--- src/rtl/regfile_wb_arbiter.sv ---
// Write-back arbiter for the 32x64 register file: per-source 1-entry buffers,
// round-robin drain into a registered write port, plus a pending-write mask.
module regfile_wb_arbiter #(
  parameter int N_REQ  = 3,
  parameter int DATA_W = 64,
  parameter int ADDR_W = 5
) (
  input  logic                      clk,
  input  logic                      rst,
  input  logic [N_REQ-1:0]          req_valid,
  output logic [N_REQ-1:0]          req_ready,
  input  logic [N_REQ*ADDR_W-1:0]   req_addr,
  input  logic [N_REQ*DATA_W-1:0]   req_data,
  output logic                      regWrite_en,
  output logic [ADDR_W-1:0]         write_addr,
  output logic [DATA_W-1:0]         write_reg_data,
  output logic [31:0]               pend_mask,
  output logic                      idle
);

  localparam int PTR_W = (N_REQ > 1) ? $clog2(N_REQ) : 1;

  logic [N_REQ-1:0]  full_q, full_d;
  logic [ADDR_W-1:0] addr_q [N_REQ];
  logic [ADDR_W-1:0] addr_d [N_REQ];
  logic [DATA_W-1:0] data_q [N_REQ];
  logic [DATA_W-1:0] data_d [N_REQ];
  logic [PTR_W-1:0]  rr_ptr_q, rr_ptr_d;
  logic              we_q, we_d;
  logic [ADDR_W-1:0] waddr_q, waddr_d;
  logic [DATA_W-1:0] wdata_q, wdata_d;

  logic [N_REQ-1:0]  grant;
  logic              grant_any;
  logic [PTR_W-1:0]  grant_idx;
  logic [ADDR_W-1:0] grant_addr;
  logic              grant_writes;

  // Round-robin scan starting at rr_ptr; first full buffer wins.
  always_comb begin : p_arb
    int j;
    j         = 0;
    grant     = '0;
    grant_any = 1'b0;
    grant_idx = '0;
    for (int k = 0; k < N_REQ; k++) begin
      j = int'(rr_ptr_q) + k;
      if (j >= N_REQ) j = j - N_REQ;
      if (!grant_any && full_q[j[PTR_W-1:0]]) begin
        grant_any             = 1'b1;
        grant_idx             = j[PTR_W-1:0];
        grant[j[PTR_W-1:0]]   = 1'b1;
      end
    end
  end

  genvar gi;
  generate
    for (gi = 0; gi < N_REQ; gi++) begin : g_buf
      logic take;
      // Ready depends only on state, so a draining buffer can refill in the same cycle.
      assign req_ready[gi] = ~full_q[gi] | grant[gi];
      assign take          = req_valid[gi] & req_ready[gi];
      assign full_d[gi]    = take | (full_q[gi] & ~grant[gi]);
      assign addr_d[gi]    = take ? req_addr[gi*ADDR_W +: ADDR_W] : addr_q[gi];
      assign data_d[gi]    = take ? req_data[gi*DATA_W +: DATA_W] : data_q[gi];
    end
  endgenerate

  assign grant_addr   = addr_q[grant_idx];
  // Register 0 is hardwired: its grant just discards the entry.
  assign grant_writes = grant_any && (grant_addr != '0);

  always_comb begin
    rr_ptr_d = rr_ptr_q;
    if (grant_any) begin
      rr_ptr_d = (grant_idx == PTR_W'(N_REQ - 1)) ? '0 : grant_idx + 1'b1;
    end
    we_d    = grant_writes;
    waddr_d = grant_writes ? grant_addr : waddr_q;
    wdata_d = grant_writes ? data_q[grant_idx] : wdata_q;
  end

  always_ff @(posedge clk or posedge rst) begin
    if (rst) begin
      full_q   <= '0;
      rr_ptr_q <= '0;
      we_q     <= 1'b0;
      waddr_q  <= '0;
      wdata_q  <= '0;
      for (int i = 0; i < N_REQ; i++) begin
        addr_q[i] <= '0;
        data_q[i] <= '0;
      end
    end else begin
      full_q   <= full_d;
      rr_ptr_q <= rr_ptr_d;
      we_q     <= we_d;
      waddr_q  <= waddr_d;
      wdata_q  <= wdata_d;
      addr_q   <= addr_d;
      data_q   <= data_d;
    end
  end

  always_comb begin
    pend_mask = '0;
    for (int i = 0; i < N_REQ; i++) begin
      if (full_q[i]) pend_mask = pend_mask | (32'(1) << addr_q[i]);
    end
    if (we_q) pend_mask = pend_mask | (32'(1) << waddr_q);
    pend_mask[0] = 1'b0;
  end

  assign regWrite_en    = we_q;
  assign write_addr     = waddr_q;
  assign write_reg_data = wdata_q;
  assign idle           = ~(|full_q) & ~we_q;

endmodule

--- config.mk ---
export PLATFORM = sky130hd
export DESIGN_NAME = regfile_wb_arbiter
export DESIGN_NICKNAME = d
export VERILOG_FILES = /design/src/rtl/regfile_wb_arbiter.sv
export SDC_FILE = /design/constraint.sdc
export NUM_CORES = 1
export LEC_CHECK = 0
export ABC_AREA = 1
export BUFFER_PORTS_ARGS = -buffer_cell sky130_fd_sc_hd__buf_2
export CORE_ASPECT_RATIO = 2
export CORE_UTILIZATION = 49
export DETAILED_ROUTE_END_ITERATION = 7
export GPL_ROUTABILITY_DRIVEN = 0
export MAX_ROUTING_LAYER = met4
export PLACE_DENSITY = 0.88
export SETUP_SLACK_MARGIN = 0.05
export SYNTH_ARGS = -nofsm -noshare
export SYNTH_HDL_FRONTEND = slang
export SYNTH_SLANG_ARGS = --single-unit
export TNS_END_PERCENT = 30
--- constraint.sdc ---
create_clock -name clk -period 7.8 [get_ports clk]
set_input_delay 0.39 -clock clk [delete_from_list [all_inputs] [get_ports clk]]
set_output_delay 0.39 -clock clk [all_outputs]
set_load 0.03 [all_outputs]
# Word level (Yosys, flattened, before mapping)
# Index checks and enable logic that the tools add are counted.
[op_classes]
add_sub_neg = 6
order_cmp = 10
eq_ne = 1
shifts = 4
muxes = 35
bitwise_logic = 27
n_reduce_logical = 10
[op_table]
columns = ["cell", "n"]
rows = [
  ["$bmux 64 s2", 1],
  ["$mux 32", 4],
  ["$mux 64", 2],
  ["$shl 1x5->32 const A", 4],
  ["$or 32x32->32", 3],
  ["$mux 2", 7],
  ["$bmux 5 s2", 1],
  ["$mux 5", 2],
  ["$lt 2x3->1 const B", 3],
  ["$mux 1", 9],
  ["$mux 3", 3],
  ["$not 1->1", 8],
  ["$and 1x1->1", 7],
  ["$bmux 1 s2", 3],
  ["$demux 1 s2", 3],
  ["$ge 2x1->1 const B", 3],
  ["$ge 3x2->1 const B", 2],
  ["$logic_and 1x1->1", 6],
  ["$or 1x1->1", 6],
  ["$or 3x3->3", 2],
  ["$sub 2x2->2 const B", 3],
  ["$reduce_bool 5->1", 1],
  ["$add 2x1->3 const B", 1],
  ["$add 2x2->3 const B", 1],
  ["7 further kinds", 8],
]
[word_totals]
register_bits = 282
input_bits = 212
output_inout_bits = 106
elab_cells = 104

# Logic depth before layout (Yosys ltp)
[logic_depth]
ltp_word = 17
mapped_depth = 18
ltp_nobuf = 17

# Worst setup path after synthesis
# OpenSTA, ideal clock, no wires.
[synth_path]
kind = "reg-to-reg"
from = "register rr_ptr_q[0]"
to = "register data_q[100] (netlist name)"
setup_ps = 125
t_arrival_ps = 2538
required_ps = 7675
setup_slack_ps = 5137
path_stages_with_launch = 14
n_path_buf = 1
synth_period_minus_slack_ps = 2663
path_cell_list = "dfrtp_1 > inv_1 > ha_1 > inv_2 > nand2_1 > nand3_1 > nand2_2 > nand2_1 > inv_2 > nand3_1 > o2111ai_1 > nand2_2 > buf_2 > mux2_2"
[synth_between]
elab_chain_cells = 13
elab_cells_between_ends = 45
classes_between = "add/sub (5); order compare (9); mux (20); bitwise (4); reduce/logical (7)"
[synth_rtl]
columns = ["item", "line", "source"]
rows = [
  ["start: declaration", "28", "logic [PTR_W-1:0] rr_ptr_q, rr_ptr_d;"],
  ["start signal: assignment", "97", "rr_ptr_q <= rr_ptr_d;"],
  ["$add 2x1->3 (tied with other cells)", "47", "j = int'(rr_ptr_q) + k;"],
  ["$ge 3x2->1 (tied with other cells)", "48", "if (j >= N_REQ) j = j - N_REQ;"],
  ["$mux 2 (tied with other cells)", "48", ""],
  ["$lt 2x3->1 (implied by the code) (tied with other cells)", "52", "grant[j[PTR_W-1:0]] = 1'b1;"],
  ["$logic_and 1x1->1 (implied by the code) (tied with other cells)", "52", ""],
  ["$mux 1 (implied by the code) (tied with other cells)", "52", ""],
  ["$demux 1 s2 (tied with other cells)", "52", ""],
  ["$or 3x3->3 (no line) or $mux 1 (tied branches)", "--", ""],
  ["$mux 3 or $logic_not 1->1 (tied branches)", "49", "if (!grant_any && full_q[j[PTR_W-1:0]]) begin"],
  ["$or 3x3->3 (no line) or $logic_and 1x1->1 (tied branches)", "--", ""],
  ["$mux 3 (*)", "49", ""],
  ["$or 1x1->1 (*)", "62", "assign req_ready[gi] = ~full_q[gi] | grant[gi];"],
  ["net req_ready[1]", "11", "output logic [N_REQ-1:0] req_ready,"],
  ["$and 1x1->1 (*)", "63", "assign take = req_valid[gi] & req_ready[gi];"],
  ["end signal: assignment", "102", "data_q <= data_d;"],
  ["end: declaration", "26", "logic [DATA_W-1:0] data_q [N_REQ];"],
]
# Mark *: on every way through the listed nets, which the timed path passes. The rest lies on a longest branch. The select of a mux whose other input is x is not followed.
# A chain may end at the register's enable or synchronous reset.

# Final worst setup path
[layout_path]
from = "register rr_ptr_q[0]"
to = "register wdata_q[11], in the netlist write_reg_data[11]"
[layout_between]
elab_chain_cells = 17
elab_cells_between_ends = 36
classes_between = "add/sub (5); order compare (3); mux (21); bitwise (1); reduce/logical (6)"
[layout_rtl]
columns = ["item", "line", "source"]
rows = [
  ["parallel branches: the longest is 17 deep, another holds $add 2x1->3", "--", ""],
  ["end signal: assignment", "100", "wdata_q <= wdata_d;"],
  ["end: declaration", "31", "logic [DATA_W-1:0] wdata_q, wdata_d;"],
]
# Several ways; the timed one is not identified. The select of a mux whose other input is x is not followed.

==> key figures <==
Critical path
  • Worst Path Arrival: about 4800 ps
  • Startpoint Class: register
  • Reg-to-Reg End: write_reg_data[11]
  • R2R Path Start: rr_ptr_q[0]
  • Critical Path End Type: register
  • CP endpoint: write_reg_data[11]
  • Worst R2R Path Depth: 18
  • Setup CP Type: reg -> reg
  • Crit Path Max Fanout: 69
  • Crit path required time: between 8000 and 9000 ps
  • Reg-to-reg slack, setup: between 3000 and 4000 ps
  • Crit path from: rr_ptr_q[0]

STA
  • Tcrit/Tclk final: 0.551
  • Fin Setup TNS: 0 ps
  • Tmin final: about 4300 ps
  • RSZ-0062 raised after global routing: no
  • Worst rel slew slack: 0.162
  • Final setup fails: 0
  • Worst-Margin Slew: 1250 ps
  • Layout Skew: 15.6 ps
  • Max-slew violation count: 0
  • FMAX: 233 MHz
  • Final Hold Fails: 0

CTS
  • Clk Tree Root Cell: clkbuf_16
  • CTS hold repair buffers: 0
  • Clock Latency Late Sink: ~540 ps
  • CTS Buffer Depth: 3
  • CTS tree: yes
  • Worst-path clk slew: 70 ps
  • Clock sink count: 282
  • H-tree depth: 1
  • CTS Buf Count: 26
  • CTS resizes: 0
  • Post-CTS Setup Repair Bufs: 0

Global route
  • Total global-route track usage: 0.329
  • Met1 global-route usage: 0.337
  • Grt peak-use layer: met2
  • Initial antenna violation count: 13
  • GR Overflow Total: 0
  • GR Util met2: 0.544
  • Largest net degree at the start of global routing: 175
  • First-pass GRT wire length: 68600 µm
  • Number of global-route vias before repair: 12.9k
  • Routing usage on met3: 0.0650

Floorplanning
  • Row cnt: 85
  • Die area: 28200 µm²
  • Core ar.: 27000 µm²
  • Die width: between 100 and 150 µm
  • Chip height: approximately 240 µm
  • I/O pin count: between 300 and 400
  • Initial Utilization: 0.499

Synth
  • Post-synth EDFFs: 0
  • Asr flop ratio synth: 1.00
  • Synth area leaders: dfrtp_1 (52%), nand2_1 (12%), mux2_2 (11%)
  • Post-Syn Nets: between 1.5k and 2k
  • Cells after synthesis: 1476
  • Synth cell types: 35
  • Syn avg cell area: about 9 µm²
  • Yosys reg bits: ~280
  • Sequential share of the synthesized area: 0.524
  • Area leader, netlist: dfrtp_1
  • YS warnings: 0
  • Ys flop type: dfrtp_1
  • Synth Cell Area: 13500 µm²
  • Top cell type's share of synthesized area: 0.524

Placed design
  • Port Buffer Count: 316
  • Post-DP HPWL: 28900 µm

Detailed routing
  • WL/cell: 21.0 µm
  • Drt pass-1 iters: 8
  • DRC Markers: 1
  • Starting DRC count in detailed routing: 1189
  • Via count: 12.6k
  • Avg Vias per Cell: 5.97
  • ANT nets after route: 0
  • DRT Wirelength: ~44000 µm

Outcome
  • Status: finished, violations left
  • Failing checks: DRC

Flow run
  • Max Cap Viol: 0

Layout
  • Area delta synth->final: 19.9%
  • Share of cells above drive strength 1: 0.304
  • NumNets Final: 1953

Worst hold path
  • Worst hold path class: in -> async
layer usage:
layer	part of all wire	routed length [µm]
met4	0.087	3850
met3	0.084	3720
met2	0.50	22400
met5	0	0
met1	0.33	14500
through the flow:
stage	util	area (µm²)	worst slack, ps	hold WS [ps]	cells
global placement	0.562	15200	3840	454	2057
floorplan	-	13500	3670	442	1476
detailed placement	0.562	15200	3570	459	2057
CTS	0.597	16100	3560	56.3	2105
finish	0.598	16200	3510	65.6	2118
global route	0.598	16200	3090	59.4	2118
state kept, by name (all words and copies together), names as in the netlist:
signal,count
regWrite_en,1
write_addr,5
full_q,3
rr_ptr_q,2
write_reg_data,64
data_q,192
addr_q,15
cell families (layout without fill, tap and decap cells):
logic type	count (synthesis)	count (layout)	synth area share
compound gates	90	90	0.0483
buf+inv	159	440	0.0526
mux	130	130	0.109
other cells	1	14	0.000278
flops	282	282	0.524
simple gates	810	810	0.263
fa+ha+maj	4	4	0.00371
critical path, stage by stage, from the launching register on:
cell,delay [ps]
dfrtp_1,400
inv_1,80
ha_1,410
inv_2,110
nand2_1,50
nand3_1,80
nand2_2,80
nand2_1,90
inv_2,60
nand3_1,150
nand3_4,760
nand2_1,250
nand3_1,170
nor2_2,220
nand2_1,100
nand2_2,410
buf_4,520
nand3_1,160
nand2_1,90
layout make-up:
type / instances / area (µm²)
timing repair buffer: 327 / 1680
tap: 348 / 435
clock inverter: 15 / 205
multi-input combinational: 1035 / 5770
sequential: 282 / 7060
fill: 2302 / 10900
clock buffer: 33 / 728
inverter: 65 / 248
antenna: 13 / 32.5
synthesized netlist by cell type, types with 11 or more instances:
master	n
nor2_1	39
o221ai_1	11
nand3_1	278
clkbuf_1	31
buf_2	48
a22oi_1	30
nand2_1	435
a21oi_1	18
mux2_2	130
dfrtp_1	282
inv_1	58
nor3_1	25
placed cells by master (no fill, tap or decap), types with 5 or more instances in the layout:
master	synthesis	final
o221ai_1	11	11
a22oi_1	30	30
dfrtp_1	282	282
nor2_1	39	39
mux2_2	130	130
inv_1	58	57
inv_2	5	5
clkbuf_16	0	27
buf_4	8	10
a21oi_1	18	18
o2111ai_1	10	10
buf_2	48	316
nand4_1	10	10
nand3_1	278	276
nor3_1	25	25
nand3_2	10	9
diode_2	0	13
nand2_1	435	432
nand2_2	4	5
worst min-delay path by stage:
stage	startpoint	to	slack (ps)	cells after the start
after floorplan	data_q[128]	data_q[128]	440	2
after global placement	data_q[163]	data_q[163]	450	2
after detailed placement	data_q[154]	data_q[154]	460	2
after CTS	rst	data_q[180]	60	3
after global routing	req_data[106]	data_q[106]	60	2
final	rst	data_q[180]	70	3
Power is left out: the tool's default activity adds up to more than one toggle a clock period on the data nets, which glitch-free logic cannot reach.
